### config.mk
export PLATFORM = sky130hd
export DESIGN_NAME = uart_cmd_parser_flat
export DESIGN_NICKNAME = d
export VERILOG_FILES = /design/src/rtl/uart_cmd_pkg.sv /design/src/rtl/uart_cmd_parser_if.sv /design/src/rtl/uart_cmd_timeout.sv /design/src/rtl/uart_cmd_parser.sv /design/src/flat_wrapper.sv
export SDC_FILE = /design/constraint.sdc
export NUM_CORES = 1
export LEC_CHECK = 0
export BUFFER_PORTS_ARGS = -buffer_cell sky130_fd_sc_hd__buf_2
export CAP_MARGIN = 20
export CORE_MARGIN = 2
export CORE_UTILIZATION = 35
export DETAILED_ROUTE_END_ITERATION = 7
export PLACE_DENSITY = 0.56
export RECOVER_POWER = 100
export SYNTH_ARGS = -nofsm -noshare
export SYNTH_HDL_FRONTEND = slang
export SYNTH_SLANG_ARGS = --single-unit
### constraint.sdc
create_clock -name osc_clk -period 3.3 [get_ports osc_clk]
set_clock_uncertainty 0.15 [all_clocks]
set_input_delay 0.66 -clock osc_clk [delete_from_list [all_inputs] [get_ports osc_clk]]
set_output_delay 0.66 -clock osc_clk [all_outputs]
set_load 0.01 [all_outputs]
### src/rtl/uart_cmd_pkg.sv
// Shared types and constants for the UART command framer.
// UART_CMD_CSUM_EN adds the checksum byte and the CSUM state encoding.
package uart_cmd_pkg;

  localparam logic [2:0] STATE_IDLE  = 3'd0;
  localparam logic [2:0] STATE_ADDR  = 3'd1;
  localparam logic [2:0] STATE_DATA  = 3'd2;
  localparam logic [2:0] STATE_CSUM  = 3'd3;
  localparam logic [2:0] STATE_WRITE = 3'd4;

  localparam logic [7:0] DEFAULT_SYNC_BYTE = 8'hAA;
  localparam int         ERR_CNT_W         = 8;

`ifdef UART_CMD_CSUM_EN
  localparam int CSUM_BYTES = 1;
`else
  localparam int CSUM_BYTES = 0;
`endif

  typedef enum logic [2:0] {
    ST_IDLE  = STATE_IDLE,
    ST_ADDR  = STATE_ADDR,
    ST_DATA  = STATE_DATA,
`ifdef UART_CMD_CSUM_EN
    ST_CSUM  = STATE_CSUM,
`endif
    ST_WRITE = STATE_WRITE
  } state_t;

  // Total bytes on the wire for one command frame.
  function automatic int frame_len(input int data_bytes);
    return 2 + data_bytes + CSUM_BYTES;
  endfunction

  // States in which the inter-byte timeout is armed.
  function automatic logic state_timed(input state_t s);
`ifdef UART_CMD_CSUM_EN
    return (s == ST_ADDR) || (s == ST_DATA) || (s == ST_CSUM);
`else
    return (s == ST_ADDR) || (s == ST_DATA);
`endif
  endfunction

endpackage

### src/rtl/uart_cmd_parser_if.sv
// Configuration write bus: address/data qualified by a valid/ready handshake.
// Transfer happens in any cycle where o_cfg_valid && i_cfg_ready; the master
// holds address and data stable while valid is high and ready is low.
interface uart_cmd_parser_if #(
  parameter int DATA_BYTES = 4
);
  logic [7:0]              o_cfg_addr;
  logic [DATA_BYTES*8-1:0] o_cfg_data;
  logic                    o_cfg_valid;
  logic                    i_cfg_ready;

  modport master (
    output o_cfg_addr,
    output o_cfg_data,
    output o_cfg_valid,
    input  i_cfg_ready
  );

  modport slave (
    input  o_cfg_addr,
    input  o_cfg_data,
    input  o_cfg_valid,
    output i_cfg_ready
  );
endinterface

### src/rtl/uart_cmd_timeout.sv
// Inter-byte timeout counter: counts cycles since the last byte while enabled.
module uart_cmd_timeout #(
  parameter int TIMEOUT_CLKS = 2000000
) (
  input  logic clk,
  input  logic rst,
  input  logic clr,
  input  logic en,
  output logic expired
);
  localparam int CW = $clog2(TIMEOUT_CLKS);

  logic [CW-1:0] r_count;

  // A byte restarts the window with its own cycle already counted, so the
  // terminal count lands TIMEOUT_CLKS-1 cycles after the byte strobe.
  always_ff @(posedge clk or posedge rst) begin
    if (rst) begin
      r_count <= '0;
    end else if (!en) begin
      r_count <= '0;
    end else if (clr) begin
      r_count <= CW'(1);
    end else begin
      r_count <= r_count + 1'b1;
    end
  end

  assign expired = !clr && (r_count == CW'(TIMEOUT_CLKS - 1));

endmodule

### src/rtl/uart_cmd_parser.sv
// Frames receiver bytes (sync, addr, data MSB first, optional checksum) into cfg writes.
// Build option: UART_CMD_CSUM_EN enables the trailing XOR checksum byte.
module uart_cmd_parser
  import uart_cmd_pkg::*;
#(
  parameter logic [7:0] SYNC_BYTE    = DEFAULT_SYNC_BYTE,
  parameter int         DATA_BYTES   = 4,
  parameter int         TIMEOUT_CLKS = 2000000
) (
  input  logic                 osc_clk,
  input  logic                 rst,
  input  logic                 i_Rx_DV,
  input  logic [7:0]           i_Rx_Byte,
  uart_cmd_parser_if.master    cfg,
  output logic                 o_frame_err,
  output logic [ERR_CNT_W-1:0] o_err_count,
  output logic                 o_busy,
  output state_t               o_state
);
  localparam int DW = DATA_BYTES * 8;
  localparam int IW = (DATA_BYTES > 1) ? $clog2(DATA_BYTES) : 1;

  state_t               r_state;
  state_t               w_next;
  logic [IW-1:0]        r_idx;
  logic [7:0]           r_addr;
  logic [DW-1:0]        r_data;
  logic [DW-1:0]        w_data_shift;
  logic [ERR_CNT_W-1:0] r_err_cnt;
  logic                 w_err;
  logic                 w_expired;
  logic                 w_timer_en;
  logic                 w_last_data;
`ifdef UART_CMD_CSUM_EN
  logic [7:0]           r_csum;
`endif

  if (DATA_BYTES > 1) begin : g_shift
    assign w_data_shift = {r_data[DW-9:0], i_Rx_Byte};
  end else begin : g_single
    assign w_data_shift = i_Rx_Byte;
  end

  assign w_last_data = (r_idx == IW'(DATA_BYTES - 1));
  assign w_timer_en  = state_timed(w_next);

  uart_cmd_timeout #(
    .TIMEOUT_CLKS(TIMEOUT_CLKS)
  ) u_timeout (
    .clk    (osc_clk),
    .rst    (rst),
    .clr    (i_Rx_DV),
    .en     (w_timer_en),
    .expired(w_expired)
  );

  always_comb begin
    w_next = r_state;
    w_err  = 1'b0;
    case (r_state)
      ST_IDLE: begin
        if (i_Rx_DV && (i_Rx_Byte == SYNC_BYTE)) w_next = ST_ADDR;
      end
      ST_ADDR: begin
        if (i_Rx_DV) begin
          w_next = ST_DATA;
        end else if (w_expired) begin
          w_next = ST_IDLE;
          w_err  = 1'b1;
        end
      end
      ST_DATA: begin
        if (i_Rx_DV) begin
`ifdef UART_CMD_CSUM_EN
          if (w_last_data) w_next = ST_CSUM;
`else
          if (w_last_data) w_next = ST_WRITE;
`endif
        end else if (w_expired) begin
          w_next = ST_IDLE;
          w_err  = 1'b1;
        end
      end
`ifdef UART_CMD_CSUM_EN
      ST_CSUM: begin
        if (i_Rx_DV) begin
          if (i_Rx_Byte == r_csum) begin
            w_next = ST_WRITE;
          end else begin
            w_next = ST_IDLE;
            w_err  = 1'b1;
          end
        end else if (w_expired) begin
          w_next = ST_IDLE;
          w_err  = 1'b1;
        end
      end
`endif
      ST_WRITE: begin
        // A byte arriving while the write is pending is an overrun; it is dropped.
        if (i_Rx_DV) w_err = 1'b1;
        if (cfg.i_cfg_ready) w_next = ST_IDLE;
      end
      default: begin
        w_next = ST_IDLE;
      end
    endcase
  end

  always_ff @(posedge osc_clk or posedge rst) begin
    if (rst) begin
      r_state   <= ST_IDLE;
      r_idx     <= '0;
      r_addr    <= '0;
      r_data    <= '0;
      r_err_cnt <= '0;
`ifdef UART_CMD_CSUM_EN
      r_csum    <= '0;
`endif
    end else begin
      r_state <= w_next;
      if (w_err && (r_err_cnt != {ERR_CNT_W{1'b1}})) r_err_cnt <= r_err_cnt + 1'b1;
      if ((r_state == ST_ADDR) && i_Rx_DV) begin
        r_addr <= i_Rx_Byte;
        r_idx  <= '0;
`ifdef UART_CMD_CSUM_EN
        r_csum <= i_Rx_Byte;
`endif
      end
      if ((r_state == ST_DATA) && i_Rx_DV) begin
        r_data <= w_data_shift;
        r_idx  <= r_idx + 1'b1;
`ifdef UART_CMD_CSUM_EN
        r_csum <= r_csum ^ i_Rx_Byte;
`endif
      end
    end
  end

  assign cfg.o_cfg_addr  = r_addr;
  assign cfg.o_cfg_data  = r_data;
  assign cfg.o_cfg_valid = (r_state == ST_WRITE);
  assign o_frame_err     = w_err;
  assign o_err_count     = r_err_cnt;
  assign o_busy          = (r_state != ST_IDLE);
  assign o_state         = r_state;

endmodule

### src/flat_wrapper.sv
// flat-port wrapper written by rule: the top's interface ports become plain ports
module uart_cmd_parser_flat import uart_cmd_pkg::*;
#(
  parameter logic [7:0] SYNC_BYTE    = DEFAULT_SYNC_BYTE,
  parameter int         DATA_BYTES   = 4,
  parameter int         TIMEOUT_CLKS = 2000000
)
  (osc_clk, rst, i_Rx_DV, i_Rx_Byte, o_frame_err, o_err_count, o_busy, o_state, cfg_o_cfg_addr, cfg_o_cfg_data, cfg_o_cfg_valid, cfg_i_cfg_ready);
  uart_cmd_parser_if #(.DATA_BYTES(DATA_BYTES)) cfg_i ();
  input  logic osc_clk;
  input  logic rst;
  input  logic i_Rx_DV;
  input  logic [7:0] i_Rx_Byte;
  output logic o_frame_err;
  output logic [ERR_CNT_W-1:0] o_err_count;
  output logic o_busy;
  output state_t o_state;
  output wire logic [$bits(cfg_i.o_cfg_addr)-1:0] cfg_o_cfg_addr;
  output wire logic [$bits(cfg_i.o_cfg_data)-1:0] cfg_o_cfg_data;
  output wire logic [$bits(cfg_i.o_cfg_valid)-1:0] cfg_o_cfg_valid;
  input wire logic [$bits(cfg_i.i_cfg_ready)-1:0] cfg_i_cfg_ready;
  assign cfg_o_cfg_addr = cfg_i.o_cfg_addr;
  assign cfg_o_cfg_data = cfg_i.o_cfg_data;
  assign cfg_o_cfg_valid = cfg_i.o_cfg_valid;
  assign cfg_i.i_cfg_ready = cfg_i_cfg_ready;
  uart_cmd_parser #(.SYNC_BYTE(SYNC_BYTE), .DATA_BYTES(DATA_BYTES), .TIMEOUT_CLKS(TIMEOUT_CLKS)) u_core (.osc_clk(osc_clk), .rst(rst), .i_Rx_DV(i_Rx_DV), .i_Rx_Byte(i_Rx_Byte), .cfg(cfg_i), .o_frame_err(o_frame_err), .o_err_count(o_err_count), .o_busy(o_busy), .o_state(o_state));
endmodule
# Yosys cells after proc, flatten, opt, wreduce, memory -nomap -nowiden
# Index checks and enable logic that the tools add are counted.
# totals
output_inout_bits	54
ff_bits	74
wordCells	44
# op_classes
n_addsub	3
n_mux	15
n_reduce_logical	11
eq_ne	9
# ops
cell	n
two-way mux 21 bit	2
adder 21 x 1 -> 21 bit (second input constant)	1
equality test 21 bit (second input constant)	1
two-way mux 3 bit	6
case mux 3 bit (4 select lines)	1
adder 8 x 1 -> 8 bit (second input constant)	1
equality test 8 bit (second input constant)	1
!= test 8 bit (second input constant)	1
equality test 3 x 1 -> 1 bit (second input constant)	2
equality test 3 x 2 -> 1 bit (second input constant)	2
logical AND 1 bit	5
two-way mux 2 bit	2
equality test 3 bit (second input constant)	1
logical NOT 3 bit	1
two-way mux 1 bit	3
nonzero test 3 bit	1
adder 2 x 1 -> 2 bit (second input constant)	1
equality test 2 bit (second input constant)	1
case mux 1 bit (2 select lines)	1
nonzero test 2 bit	1
OR reduction 2 bit	1
logical NOT 1 bit	1
logical OR 1 bit	1

# Longest topological paths before layout
# Gate-level depths: netlist of run 1.
# logic_depth
depth_word	8
mapped_depth	7

# By module
# A second synthesis of run 1 with hierarchy kept.
# unflattened
hier_cells	286
area_unflattened_um2	3364.5
# by_module_without_submodules
module	seq_area_each_um2	n_inst	area_per_inst_um2	cells_each
uart_cmd_parser	1326.3	1	2255.9	170
uart_cmd_timeout	525.5	1	1108.6	116

# Least setup slack after synthesis of run 1
# Ideal clock, no wire load.
# synth_path
path_type	input-to-output
start	in i_Rx_DV
end	out o_frame_err
stages	5
slack_ps	605
t_arrival_ps	1885
path_cell_list	buf_6 > or4_4 > nor4_4 > nand3_4 > nand2_1
# synth_via
elab_chain_len	5
# synth_lines
item	line_no	rtl
from (decl)	flat_wrapper.sv:12	input logic i_Rx_DV;
logical NOT 1 bit	uart_cmd_timeout.sv:29	assign expired = !clr && (r_count == CW'(TIMEOUT_CLKS - 1));
logical AND 1 bit	uart_cmd_timeout.sv:29	
two-way mux 1 bit	uart_cmd_parser.sv:67, uart_cmd_parser.sv:79	
two-way mux 1 bit	uart_cmd_parser.sv:73	if (i_Rx_DV) begin
case mux 1 bit (2 select lines) (*)	uart_cmd_parser.sv:60	case (r_state)
to (decl)	flat_wrapper.sv:14	output logic o_frame_err;
# Every way passes the cells marked *; elsewhere a longest branch is shown, timed or not.

# Worst setup path after layout of run 1
# layout_path
start	reg u_core.u_timeout.r_count[8]
end	out o_frame_err
# layout_via
elab_chain_len	5
# layout_lines
item	line_no	rtl
from (decl)	uart_cmd_timeout.sv:13	logic [CW-1:0] r_count;
from (signal assigned)	uart_cmd_timeout.sv:25	r_count <= r_count + 1'b1;
equality test 21 bit	uart_cmd_timeout.sv:29	
logical AND 1 bit	uart_cmd_timeout.sv:29	
two-way mux 1 bit	uart_cmd_parser.sv:67, uart_cmd_parser.sv:79	
two-way mux 1 bit	uart_cmd_parser.sv:73	
case mux 1 bit (2 select lines)	uart_cmd_parser.sv:60	
# Every way passes these cells.

==> summary.md, run 1 <==
| Metric | Value |
|---|---|
| Result of the run | finished, final reports clean |
| Synthesized instance count | 282 |
| Chip height | about 100 um |
| Proportion of netlist area held by the largest area contributor | 55.0% |
| Count of pins over their slew limit | 0 |
| #FFs+latches synth | 74 |
| Port bufs | 65 |
| Sw Ratio | 28.5% |
| Clk pin slew, worst setup/hold paths | 0.08 ns |
| Netlist cell types | 41 |
| Maximum buffer depth of the clock tree | 2 |
| Sequential cell area fraction in the yosys report | 55.0% |
| Post-CTS Repair Setup Buffers | 0 |
| Commonest non-fill, non-tap cell in the layout | dfrtp_1 |
| Vias in the first global route | 2268 |
| Multi-input combinational cell area | roughly 1400 um2 |
| Post-detailed-routing wire length | ~6500 um |
| TritonCTS clock tree | yes |
| Routability-driven placement congestion ratio | 0.814 |
| Final-layout fill cell count | 945 |
| Number of nets in the final layout | around 370 |
| Reg power frac | 50.2% |
| Syn_area_per_cell | about 12 um2 |
| Worst Reg2Reg Path Length in Cells | 6 |
| Detailed placer's ending HPWL | approximately 4500 um |
| Wire length of the first global-routing pass | 11000 um |
| Layout overhead on the synthesized area | 17.2% |
| Average wire length per cell after detail routing | 13.5 um |
| Period utilization | between 80 and 90% |
| Number of ports placed on the die boundary | 66 |
| Highest-count cells in the layout ignoring fill and taps | dfrtp_1 (74), clkbuf_1 (56), mux2_2 (46) |
| Total via count after detailed routing | 2278 |
| Resize count post-CTS | 0 |
| Crit path max fanout | 8 |
| Class of the worst hold path | primary input to asynchronous set/reset pin |
| Instance area after placement | 3840 um2 |
| Startpoint Class | register |
| Max-cap check violation count | 0 |
| Post-DRT Antenna Nets | 0 |
| Data required time at the worst endpoint | 2.49 ns |
| Number of buffers inserted by hold repair at cts | 0 |
| Reg-to-Reg Start | u_core.u_timeout.r_count[8] |
| Number of vias per cell after detailed routing | 4.72 |
| DR pass1 iterations | 4 |
| Footprint of the flip-flops and latches | ~1900 um2 |
| Syn Std Cell Area | approximately 3400 um2 |
| Final setup violation count | 0 |
| Cell area after layout | 3950 um2 |
| Residual DRC count | 0 |
| Psw | 0.686 mW |
| Die Area | 10400 um2 |
| Std-Cell Rows | 35 |
| Max Freq | between 0.3 and 0.4 GHz |
| Slew HR | 1.25% |
| Leftover overflow at the end of global routing | 0 |
| Critical path endpoint category | output pin |
| Initial antenna violation count | 0 |
| Core footprint | 9280 um2 |
| Number of violations reported at the end of detailed-routing iteration 0 | just under 90 |
| Part of the power in the clock network | around a third |
| Transition time at the pin with the least slew margin | 1.48 ns |
| Unrepaired setup endpoints after global routing | no |
| Pin count of the biggest net entering global routing | between 50 and 60 |
| Final core utilization | 42.5% |
| Int Pwr | around 1.7 mW |
| Synthesis Warnings | 0 |
| RR Endpoint | u_core.u_timeout.r_count[11] |
| Final period demand of the worst path | 2.96 ns |
| Antenna diode count | 0 |
| Root Buffer | clkbuf_8 |
| DP Worst Slack | about 0.37 ns |
| Clock buffer count from CTS | 9 |
| Die extent in x | 102 um |
| Clock sinks | 74 |
| Global Route Usage Sum | between 10% and 20% |
| Fraction of layout cells with a size suffix above 1 | 22.0% |
| Combinational fraction of design power | between 15 and 20% |
| Post-route setup TNS | 0 ns |
| Slack of the critical path | 0.340 ns |
| Reg2reg setup slack | ~0.52 ns |
| Maximum ir drop on the vdd rail | around 0.25 mV |
| Top cell type by total area after synthesis | dfrtp_1 |
| Startpoint-to-endpoint class of the critical path | register to output pin |
| CP Launch Point | u_core.u_timeout.r_count[8] |
| Initial cell density of the core | 36.3% |
| Number of nets produced by synthesis | about 300 |
| Top cells by area in the synthesized netlist | dfrtp_1 (55%), mux2_2 (15%), nor2_1 (3.1%) |
| Leakage component of the power | approximately 1.7 nW |
| H-tree depth reported by CTS | 3 |
| Hold Fails Final Rpt | 0 |
| Worst path arrival time | 2.15 ns |
| PwrDens | 610 nW/um2 |
| Clk Latency, worst-skew pair | 0.34 ns |
## worst max-delay path, stage by stage, from the launching register on
cell and delay [ns]:
dfrtp_1 0.42, or4b_1 0.60, nor4_4 0.36, nand3_4 0.17, nand2_1 0.11, clkbuf_1 0.16
## flip-flops by register name, summed over array words and instances, names as in the netlist
| signal | flops |
|---|---|
| u_core.u_timeout.r_count | 21 |
| u_core.cfg.o_cfg_data | 32 |
| u_core.cfg.o_cfg_addr | 8 |
| u_core.r_idx | 2 |
| u_core.o_err_count | 8 |
| u_core.o_state | 3 |
## cell type report
type,instances,area share [%]
clock buffers,9,3.14
clock inverters,6,2.31
inverters,6,0.571
multi-input cells,190,36.0
flip-flops and latches,74,46.9
well taps,129,4.09
repair buffers,69,6.98
## Yosys cell counts, drive strengths merged
master   count
dfrtp       74
a21oi        5
or2          1
nor4         2
a2bb2oi      1
mux2        47
xnor2       11
buf          6
or3          2
a21o         1
nor2        28
nand3b       4
o21ai        4
ha           3
a31oi        1
a21boi       3
xor2         9
nor4bb       2
and4         3
nor4b        1
and2         5
or4b         1
a2111oi      1
inv          6
nand4        6
a211oi       2
clkbuf       6
nand2       21
nor3         4
nand2b       3
or4          1
nand4b       2
nand3       10
and3b        1
nor2b        5
## routing by layer
layer | track usage, % | vias up | part of all wire, %
li1 | - | 1113 | -
met1 | 18.7 | 1113 | 48
met2 | 20.5 | 45 | 46
met3 | 3.15 | 7 | 3.6
met4 | 5.54 | 0 | 1.7
met5 | 0 | - | 0
## metrics by stage
stage / power, mW / instances / hold WS, ns
6_report: 2.41 / 483 / 0.240
2_1_floorplan: 1.48 / 282 / 0.315
3_3_place_gp: 1.71 / 468 / 0.334
3_5_place_dp: 1.72 / 468 / 0.340
5_1_grt: 2.57 / 483 / 0.284
4_1_cts: 2.50 / 483 / 0.132
## power by group through the flow
stage | logic, mW | clock network, mW | registers [mW]
floorplan | 0.181 | 0 | 1.30
global placement | 0.491 | 0 | 1.22
detailed placement | 0.498 | 0 | 1.22
CTS | 0.499 | 0.800 | 1.21
global route | 0.489 | 0.839 | 1.24
finish | 0.436 | 0.763 | 1.21
## logic make-up after synthesis
kind of cell             count (synthesis)  synth area share, %
multiplexers                            47                 15.7
AO/OA/AOI/OAI                           18                 3.94
adder cells (fa/ha/maj)                  3                 1.11
buffers and inverters                   18                 2.30
XOR/XNOR                                20                 5.20
AND/OR/NAND/NOR                        102                 16.8
flip-flops                              74                 55.0
## how the worst max path moves through the flow
| stage | slack (ns) | endpoint |
|---|---|---|
| global route | 0.25 | o_frame_err |
| CTS | 0.31 | o_frame_err |
| floorplan | 0.60 | o_frame_err |
| finish | 0.34 | o_frame_err |
| global placement | 0.39 | o_frame_err |
| detailed placement | 0.37 | o_frame_err |
Note: power is estimated with default switching activity, not from simulation.
==> inputs of run 2 (changes only) <==
--- a/config.mk
+++ b/config.mk
@@ -5,12 +5,14 @@
 export SDC_FILE = /design/constraint.sdc
 export NUM_CORES = 1
 export LEC_CHECK = 0
+export ABC_AREA = 1
 export BUFFER_PORTS_ARGS = -buffer_cell sky130_fd_sc_hd__buf_2
 export CAP_MARGIN = 20
 export CORE_MARGIN = 2
 export CORE_UTILIZATION = 35
+export CTS_CLUSTER_SIZE = 20
 export DETAILED_ROUTE_END_ITERATION = 7
-export PLACE_DENSITY = 0.56
+export PLACE_DENSITY = 0.55
 export RECOVER_POWER = 100
 export SYNTH_ARGS = -nofsm -noshare
 export SYNTH_HDL_FRONTEND = slang
==> run 2 against run 1 <==
  * Maximum frequency is 5.8% higher
  * Cell count increased by 30%
  * Non-clock buffer count is 1 higher
  * Critical path type is now primary input to output pin
  * Cell area is 5.9% higher
  * Sequential power fell by 23%
  * Combinational power down 83%
  * Critical path depth increased by 2
  * Highest routed layer unchanged
  * Synthesized area up 7.6%
  * Clock power increased by 4.3%
==> summary.md, run 2 <==
| Metric | Value |
|---|---|
| Top cells by area in the synthesized netlist | dfrtp_1 (51%), nand2_1 (9.5%), o21ai_0 (4.8%) (was dfrtp_1 (55%), mux2_2 (15%), nor2_1 (3.1%)) |
| Residual DRC count | 0 (unchanged) |
| M1 GR Usage | 20.6% (was 18.7%) |
| Footprint of the flip-flops and latches | 1850 um2 (unchanged) |
| Initial cell density of the core | 35.6% (was 36.3%) |
| Period utilization | 84.8% (was 89.7%) |
| Result of the run | finished, final reports clean (unchanged) |
| Maximum buffer depth of the clock tree | 2 (unchanged) |
| Fraction of layout cells with a size suffix above 1 | 12.4% (was 22.0%) |
| Leftover overflow at the end of global routing | 0 (unchanged) |
| Number of nets in the final layout | 501 (was 365) |
| Antenna diode count | 0 (unchanged) |
| Max-cap check violation count | 0 (unchanged) |
| EDFF count, synth | 0 (unchanged) |
| Final setup violation count | 0 (unchanged) |
| Busiest layer in global routing | met2 (unchanged) |
| Number of buffers inserted by hold repair at cts | 0 (unchanged) |
| Root Buffer | clkbuf_8 (unchanged) |
| Wire length of the first global-routing pass | 14400 um (was 11000 um) |
| Synthesis Warnings | 0 (unchanged) |
| Core footprint | 10200 um2 (was 9280 um2) |
| Resize count post-CTS | 0 (unchanged) |
| H-tree depth reported by CTS | 3 (unchanged) |
| Chip height | 106 um (was 102 um) |
| Slack of the critical path | 0.502 ns (was 0.340 ns) |
| Data required time at the worst endpoint | 2.49 ns (about the same) |
| PwrDens | 431 nW/um2 (was 610 nW/um2) |
| Sequential cell area fraction in the yosys report | 51.1% (was 55.0%) |
| Average wire length per cell after detail routing | 13.0 um (was 13.5 um) |
| Class of the worst hold path | register to register (was primary input to asynchronous set/reset pin) |
| Final-layout fill cell count | 1091 (was 945) |
| Synthesized instance count | 419 (was 282) |
| Instance area after placement | 4070 um2 (was 3840 um2) |
| Startpoint-to-endpoint class of the critical path | primary input to output pin (was register to output pin) |
| Transition time at the pin with the least slew margin | 1.35 ns (was 1.48 ns) |
| Pin count of the biggest net entering global routing | 61 (was 59) |
| TritonCTS clock tree | yes (unchanged) |
| Highest-count cells in the layout ignoring fill and taps | nand2_1 (94), dfrtp_1 (74), clkbuf_1 (57) (was dfrtp_1 (74), clkbuf_1 (56), mux2_2 (46)) |
| Clk pin slew, worst setup/hold paths | 0.07 ns (was 0.08 ns) |
| Proportion of netlist area held by the largest area contributor | 51.1% (was 55.0%) |
| Multi-input combinational cell area | 1490 um2 (was 1420 um2) |
| Final core utilization | 41.0% (was 42.5%) |
| Hold Fails Final Rpt | 0 (unchanged) |
| Syn Std Cell Area | 3620 um2 (was 3370 um2) |
| Crit path max fanout | 15 (was 8) |
| Clock sinks | 74 (unchanged) |
| Syn_area_per_cell | 8.65 um2 (was 11.9 um2) |
| Startpoint Class | primary input (was register) |
| Synth top cells by count | nand2_1 (92), dfrtp_1 (74), nor2_1 (45) (was dfrtp_1 (74), mux2_2 (46), nor2_1 (28)) |
| Initial antenna violation count | 0 (unchanged) |
| Routability-driven placement congestion ratio | 0.851 (was 0.814) |
| Met2 capacity usage during global routing | 25.5% (was 20.5%) |
| Post-detailed-routing wire length | 8180 um (was 6520 um) |
| Slew HR | 9.81% (was 1.25%) |
| Post-CTS Repair Setup Buffers | 0 (unchanged) |
| Max Freq | 0.357 GHz (was 0.338 GHz) |
| Layout overhead on the synthesized area | 15.3% (was 17.2%) |
| #FFs+latches synth | 74 (unchanged) |
| Total via count after detailed routing | 2980 (was 2278) |
| Number of vias per cell after detailed routing | 4.75 (was 4.72) |
| Global Route Usage Sum | 16.1% (was 13.5%) |
| Detailed placer's ending HPWL | 5830 um (was 4540 um) |
| Port bufs | 65 (unchanged) |
| Post-DRT Antenna Nets | 0 (unchanged) |
| Number of violations reported at the end of detailed-routing iteration 0 | 166 (was 88) |
| Library cell with the highest instance count after synthesis | nand2_1 (was dfrtp_1) |
| Clock buffer count from CTS | 9 (unchanged) |
| Netlist cell types | 37 (was 41) |
| Cell area after layout | 4180 um2 (was 3950 um2) |
| Worst path arrival time | 1.99 ns (was 2.15 ns) |
| Top cell type by total area after synthesis | dfrtp_1 (unchanged) |
| Post-Route Hold Slack | 0.344 ns (was 0.240 ns) |
| Ys async rst share | 100% (unchanged) |
| Fraction of met3 tracks used by global routing | 4.89% (was 3.15%) |
| Die Area | 11200 um2 (was 10400 um2) |
| Post-route setup TNS | 0 ns (unchanged) |
| Die extent in x | 106 um (was 102 um) |
| Unrepaired setup endpoints after global routing | no (unchanged) |
| Largest register FFs | 32 (unchanged) |
| Critical path endpoint category | output pin (unchanged) |
| Leakage component of the power | 1.90 nW (was 1.66 nW) |
| DR pass1 iterations | 4 (unchanged) |
| Count of pins over their slew limit | 0 (unchanged) |
| Commonest non-fill, non-tap cell in the layout | nand2_1 (was dfrtp_1) |
| Number of ports placed on the die boundary | 66 (unchanged) |
| Leading register cell type out of synthesis | dfrtp_1 (unchanged) |
| Number of nets produced by synthesis | 434 (was 297) |
| Vias in the first global route | 3028 (was 2268) |
| DP Worst Slack | 0.544 ns (was 0.368 ns) |
| Std-Cell Rows | 37 (was 35) |
| Final period demand of the worst path | 2.80 ns (was 2.96 ns) |
| Clk Latency, worst-skew pair | 0.35 ns (was 0.34 ns) |
| Maximum ir drop on the vdd rail | 0.255 mV (was 0.246 mV) |
==> run 2: path summary, 6_finish.rpt <==
kind	endpoint	from	depth (start not counted)	slack [ns]
hold / removal	u_core.cfg.o_cfg_addr[2]	u_core.cfg.o_cfg_addr[2]	2	0.34
setup reg to reg	u_core.u_timeout.r_count[2]	u_core.u_timeout.r_count[0]	7	0.53
min in group asynchronous	u_core.cfg.o_cfg_data[27]	rst	2	0.42
max in group asynchronous	u_core.cfg.o_cfg_addr[6]	rst	3	1.10
setup / recovery	o_frame_err	i_Rx_DV	7	0.50
hold reg to reg	u_core.cfg.o_cfg_addr[2]	u_core.cfg.o_cfg_addr[2]	2	0.34
==> run 2: per-stage QoR <==
step	std cells	total power, mW
after floorplan	419	0.993
after global placement	611	1.03
after detailed placement	611	1.03
after CTS	627	1.83
after global routing	627	1.89
final	627	1.80
==> run 2: cell type report <==
class                      count  share of cell area (%)
tap                          136                    4.07
clock buffer                  10                    3.29
multi-input combinational    288                    35.6
timing repair buffer          70                    6.68
sequential                    74                    44.3
inverter                      43                    3.89
clock inverter                 6                    2.10
==> run 2: layer usage <==
metal	vias up	share of wire (%)
li1	1499	-
met1	1407	46
met2	60	47
met3	14	5.0
met4	0	1.7
met5	-	0
==> run 2: kinds of logic after synthesis <==
family                     after synthesis  synth area share (%)
buffers and inverters                   57                  6.80
muxes                                    8                  2.49
adders and majority gates                3                  1.04
AOI/OAI and AO/OA                       78                  13.2
xor gates and xnor gates                 6                  1.45
DFF                                     74                  51.1
and+or+nand+nor                        193                  23.9
==> run 2: worst max-delay path, cell delays in order <==
cell and delay, ns:
buf_2 0.19, clkinv_2 0.21, nand3_1 0.09, nor2_1 0.09
nand3_1 0.21, o21ai_4 0.34, clkbuf_1 0.19
==> run 2: power by group <==
group          switching [mW]  internal [mW]  total (mW)
sequential             0.0106          0.921       0.932
combinational          0.0520         0.0205      0.0725
clock                   0.348          0.448       0.796
total                   0.411           1.39        1.80
==> inputs of run 3 (changes only) <==
==> constraint.sdc (replaced) <==
create_clock -name osc_clk -period 2.75 [get_ports osc_clk]
set_clock_uncertainty 0.15 [all_clocks]
set_input_delay 0.55 -clock osc_clk [delete_from_list [all_inputs] [get_ports osc_clk]]
set_output_delay 0.55 -clock osc_clk [all_outputs]
set_load 0.01 [all_outputs]
==> run 3 against run 2 <==
  * Die area is the same
  * Highest routed layer unchanged
  * Largest cell class unchanged
  * Global-route usage shrank 0.55 points
  * Cell area is essentially flat
==> summary.md, run 3 (synthesized netlist as in run 2, its figures left out) <==
| Metric | Value |
|---|---|
| Antenna diode count | 0 (unchanged) |
| Class of the worst hold path | primary input to register (was register to register) |
| Clock buffer count from CTS | 9 (unchanged) |
| Wire length of the first global-routing pass | 13900 um (was 14400 um) |
| Reg-to-Reg Start | u_core.u_timeout.r_count[0] (unchanged) |
| Unrepaired setup endpoints after global routing | no (unchanged) |
| Leakage component of the power | 1.92 nW (was 1.90 nW) |
| Post-Route Hold Slack | 0.249 ns (was 0.344 ns) |
| Number of nets in the final layout | 505 (was 501) |
| Bufs and invs on worst path | 1 (was 3) |
| Routability-driven placement congestion ratio | 0.867 (was 0.851) |
| DP Worst Slack | 0.493 ns (was 0.544 ns) |
| Design Power | 2.14 mW (was 1.80 mW) |
| Top cell by count, worst path | nand3_4 (was nand3_1) |
| Number of vias per cell after detailed routing | 4.60 (was 4.75) |
| Average wire length per cell after detail routing | 13.1 um (was 13.0 um) |
| H-tree depth reported by CTS | 3 (unchanged) |
| Total via count after detailed routing | 2902 (was 2980) |
| Post-detailed-routing wire length | 8250 um (was 8180 um) |
| Startpoint of the lowest-slack hold path | cfg_i_cfg_ready (was u_core.cfg.o_cfg_addr[2]) |
| Die Area | 11200 um2 (unchanged) |
| Fraction of layout cells with a size suffix above 1 | 11.3% (was 12.4%) |
| Die extent in x | 106 um (unchanged) |
| Result of the run | finished, final reports clean (unchanged) |
| CP Launch Point | u_core.u_timeout.r_count[0] (was i_Rx_DV) |
| Pin count of the biggest net entering global routing | 61 (unchanged) |
| Resize count post-CTS | 0 (unchanged) |
| Clk Latency, worst-skew pair | 0.35 ns (about the same) |
| Number of ports placed on the die boundary | 66 (unchanged) |
| Final setup violation count | 0 (unchanged) |
| Reg2reg setup slack | 0.38 ns (was 0.53 ns) |
| Residual DRC count | 0 (unchanged) |
| Crit path max-delay cell type | dfrtp_1 (was o21ai_4) |
| Worst stage delay on the critical path | 0.43 ns (was 0.34 ns) |
| Clk pin slew, worst setup/hold paths | 0.08 ns (was 0.07 ns) |
| Initial cell density of the core | 35.6% (unchanged) |
| Number of violations reported at the end of detailed-routing iteration 0 | 151 (was 166) |
| Max Freq | between 0.4 and 0.5 GHz |
| Std-Cell Rows | 37 (unchanged) |
| Critical path endpoint category | output pin (unchanged) |
| Layout overhead on the synthesized area | 15.4% (was 15.3%) |
| Leftover overflow at the end of global routing | 0 (unchanged) |
| Largest register FFs | 32 (unchanged) |
| Crit path max fanout | 5 (was 15) |
| Global Route Usage Sum | 15.5% (was 16.1%) |
| Final period demand of the worst path | 2.49 ns |
| DR pass1 iterations | 4 (unchanged) |
| Count of pins over their slew limit | 0 (unchanged) |
| Vias in the first global route | 2876 (was 3028) |
| PwrDens | 512 nW/um2 (was 431 nW/um2) |
| Post-route setup TNS | 0 ns (unchanged) |
| Post-DRT Antenna Nets | 0 (unchanged) |
| Max-cap check violation count | 0 (unchanged) |
| Maximum buffer depth of the clock tree | 2 (unchanged) |
| TritonCTS clock tree | yes (unchanged) |
| Period utilization | 90.6% |
| Chip height | 106 um (unchanged) |
| Startpoint Class | register (was primary input) |
| Clock sinks | 74 (unchanged) |
| Detailed placer's ending HPWL | 6020 um (was 5830 um) |
| Highest-count cells in the layout ignoring fill and taps | nand2_1 (93), dfrtp_1 (74), clkbuf_1 (58) (was nand2_1 (94), dfrtp_1 (74), clkbuf_1 (57)) |
| Commonest non-fill, non-tap cell in the layout | nand2_1 (unchanged) |
| Core footprint | 10200 um2 (unchanged) |
| Final core utilization | 41.1% (was 41.0%) |
| Slack of the critical path | 0.258 ns (was 0.502 ns) |
| Startpoint-to-endpoint class of the critical path | register to output pin (was primary input to output pin) |
| Crit path max-delay family | simple AND/OR/NAND/NOR gates (was buffers and inverters) |
| Maximum ir drop on the vdd rail | 0.245 mV (was 0.255 mV) |
| Hold Fails Final Rpt | 0 (unchanged) |
| Worst path arrival time | 1.79 ns (was 1.99 ns) |
| Worst path cell trace | ha_1 > nand3_4 > nor2_1 > nand3_4 > o21ai_4 > buf_2 (was buf_2 > clkinv_2 > nand3_1 > nor2_1 > nand3_1 > o21ai_4 > clkbuf_1) |
| Root Buffer | clkbuf_8 (unchanged) |
| Final-layout fill cell count | 1139 (was 1091) |
| Number of buffers inserted by hold repair at cts | 0 (unchanged) |
| Initial antenna violation count | 0 (unchanged) |
| Transition time at the pin with the least slew margin | 1.04 ns (was 1.35 ns) |
| Slew HR | 30.4% (was 9.81%) |
| Data required time at the worst endpoint | 2.05 ns (was 2.49 ns) |
| Post-CTS Repair Setup Buffers | 0 (unchanged) |
| Port bufs | 65 (unchanged) |
run 3: cell count changes in the layout (fill, tap and decap cells not counted), moves of 2 or more:
cell     previous run  this run
a21oi_1            22        33
a21oi_2            12         1
buf_4               0         2
nand3_1            36        34
run 3: worst register-to-register path, stage by stage (launching register included):
cell and delay [ns]:
dfrtp_1 0.43, ha_1 0.26, nand3_4 0.11, nor2_1 0.21, nand3_4 0.14, o21ai_4 0.15
clkbuf_1 0.34, nand2_1 0.28, nand2_1 0.13, nand2_1 0.06
run 3: layout make-up:
type | instances | area (um2) | share of cell area [%]
inverters | 43 | 163 | 3.89
repair buffers | 74 | 319 | 7.63
clock buffers | 10 | 128 | 3.05
clock inverters | 6 | 87.6 | 2.09
flip-flops and latches | 74 | 1850 | 44.3
well taps | 136 | 170 | 4.07
multi-input cells | 288 | 1460 | 35.0
run 3: worst paths after layout:
path	cells past startpoint	endpoint
setup reg to reg	9	u_core.o_err_count[0]
setup / recovery	6	o_frame_err
hold reg to reg	2	u_core.cfg.o_cfg_addr[5]
max in group asynchronous	3	u_core.o_err_count[6]
min in group asynchronous	2	u_core.cfg.o_cfg_data[15]
hold / removal	2	u_core.o_state[2]
run 3: per-stage QoR:
step / std cells / area (um2)
final: 631 / 4180
after global routing: 631 / 4180
after global placement: 615 / 4140
after floorplan: 419 / 3620
after detailed placement: 615 / 4140
after CTS: 631 / 4360
run 3: routing by layer:
metal,GRT usage (%),share of wire [%],vias up
met1,20.2,46,1338
met4,5.83,0.79,0
met2,25.2,48,55
met3,3.77,5.1,5
met5,0,0,-
li1,-,-,1504
run 3: power by group:
part / leakage, nW / internal [mW] / switching [mW] / total (mW)
Sequential: 0.987 / 1.11 / 0.0124 / 1.12
Combinational: 0.819 / 0.0262 / 0.0634 / 0.0895
Clock: 0.111 / 0.515 / 0.418 / 0.933
Total: 1.92 / 1.65 / 0.494 / 2.14
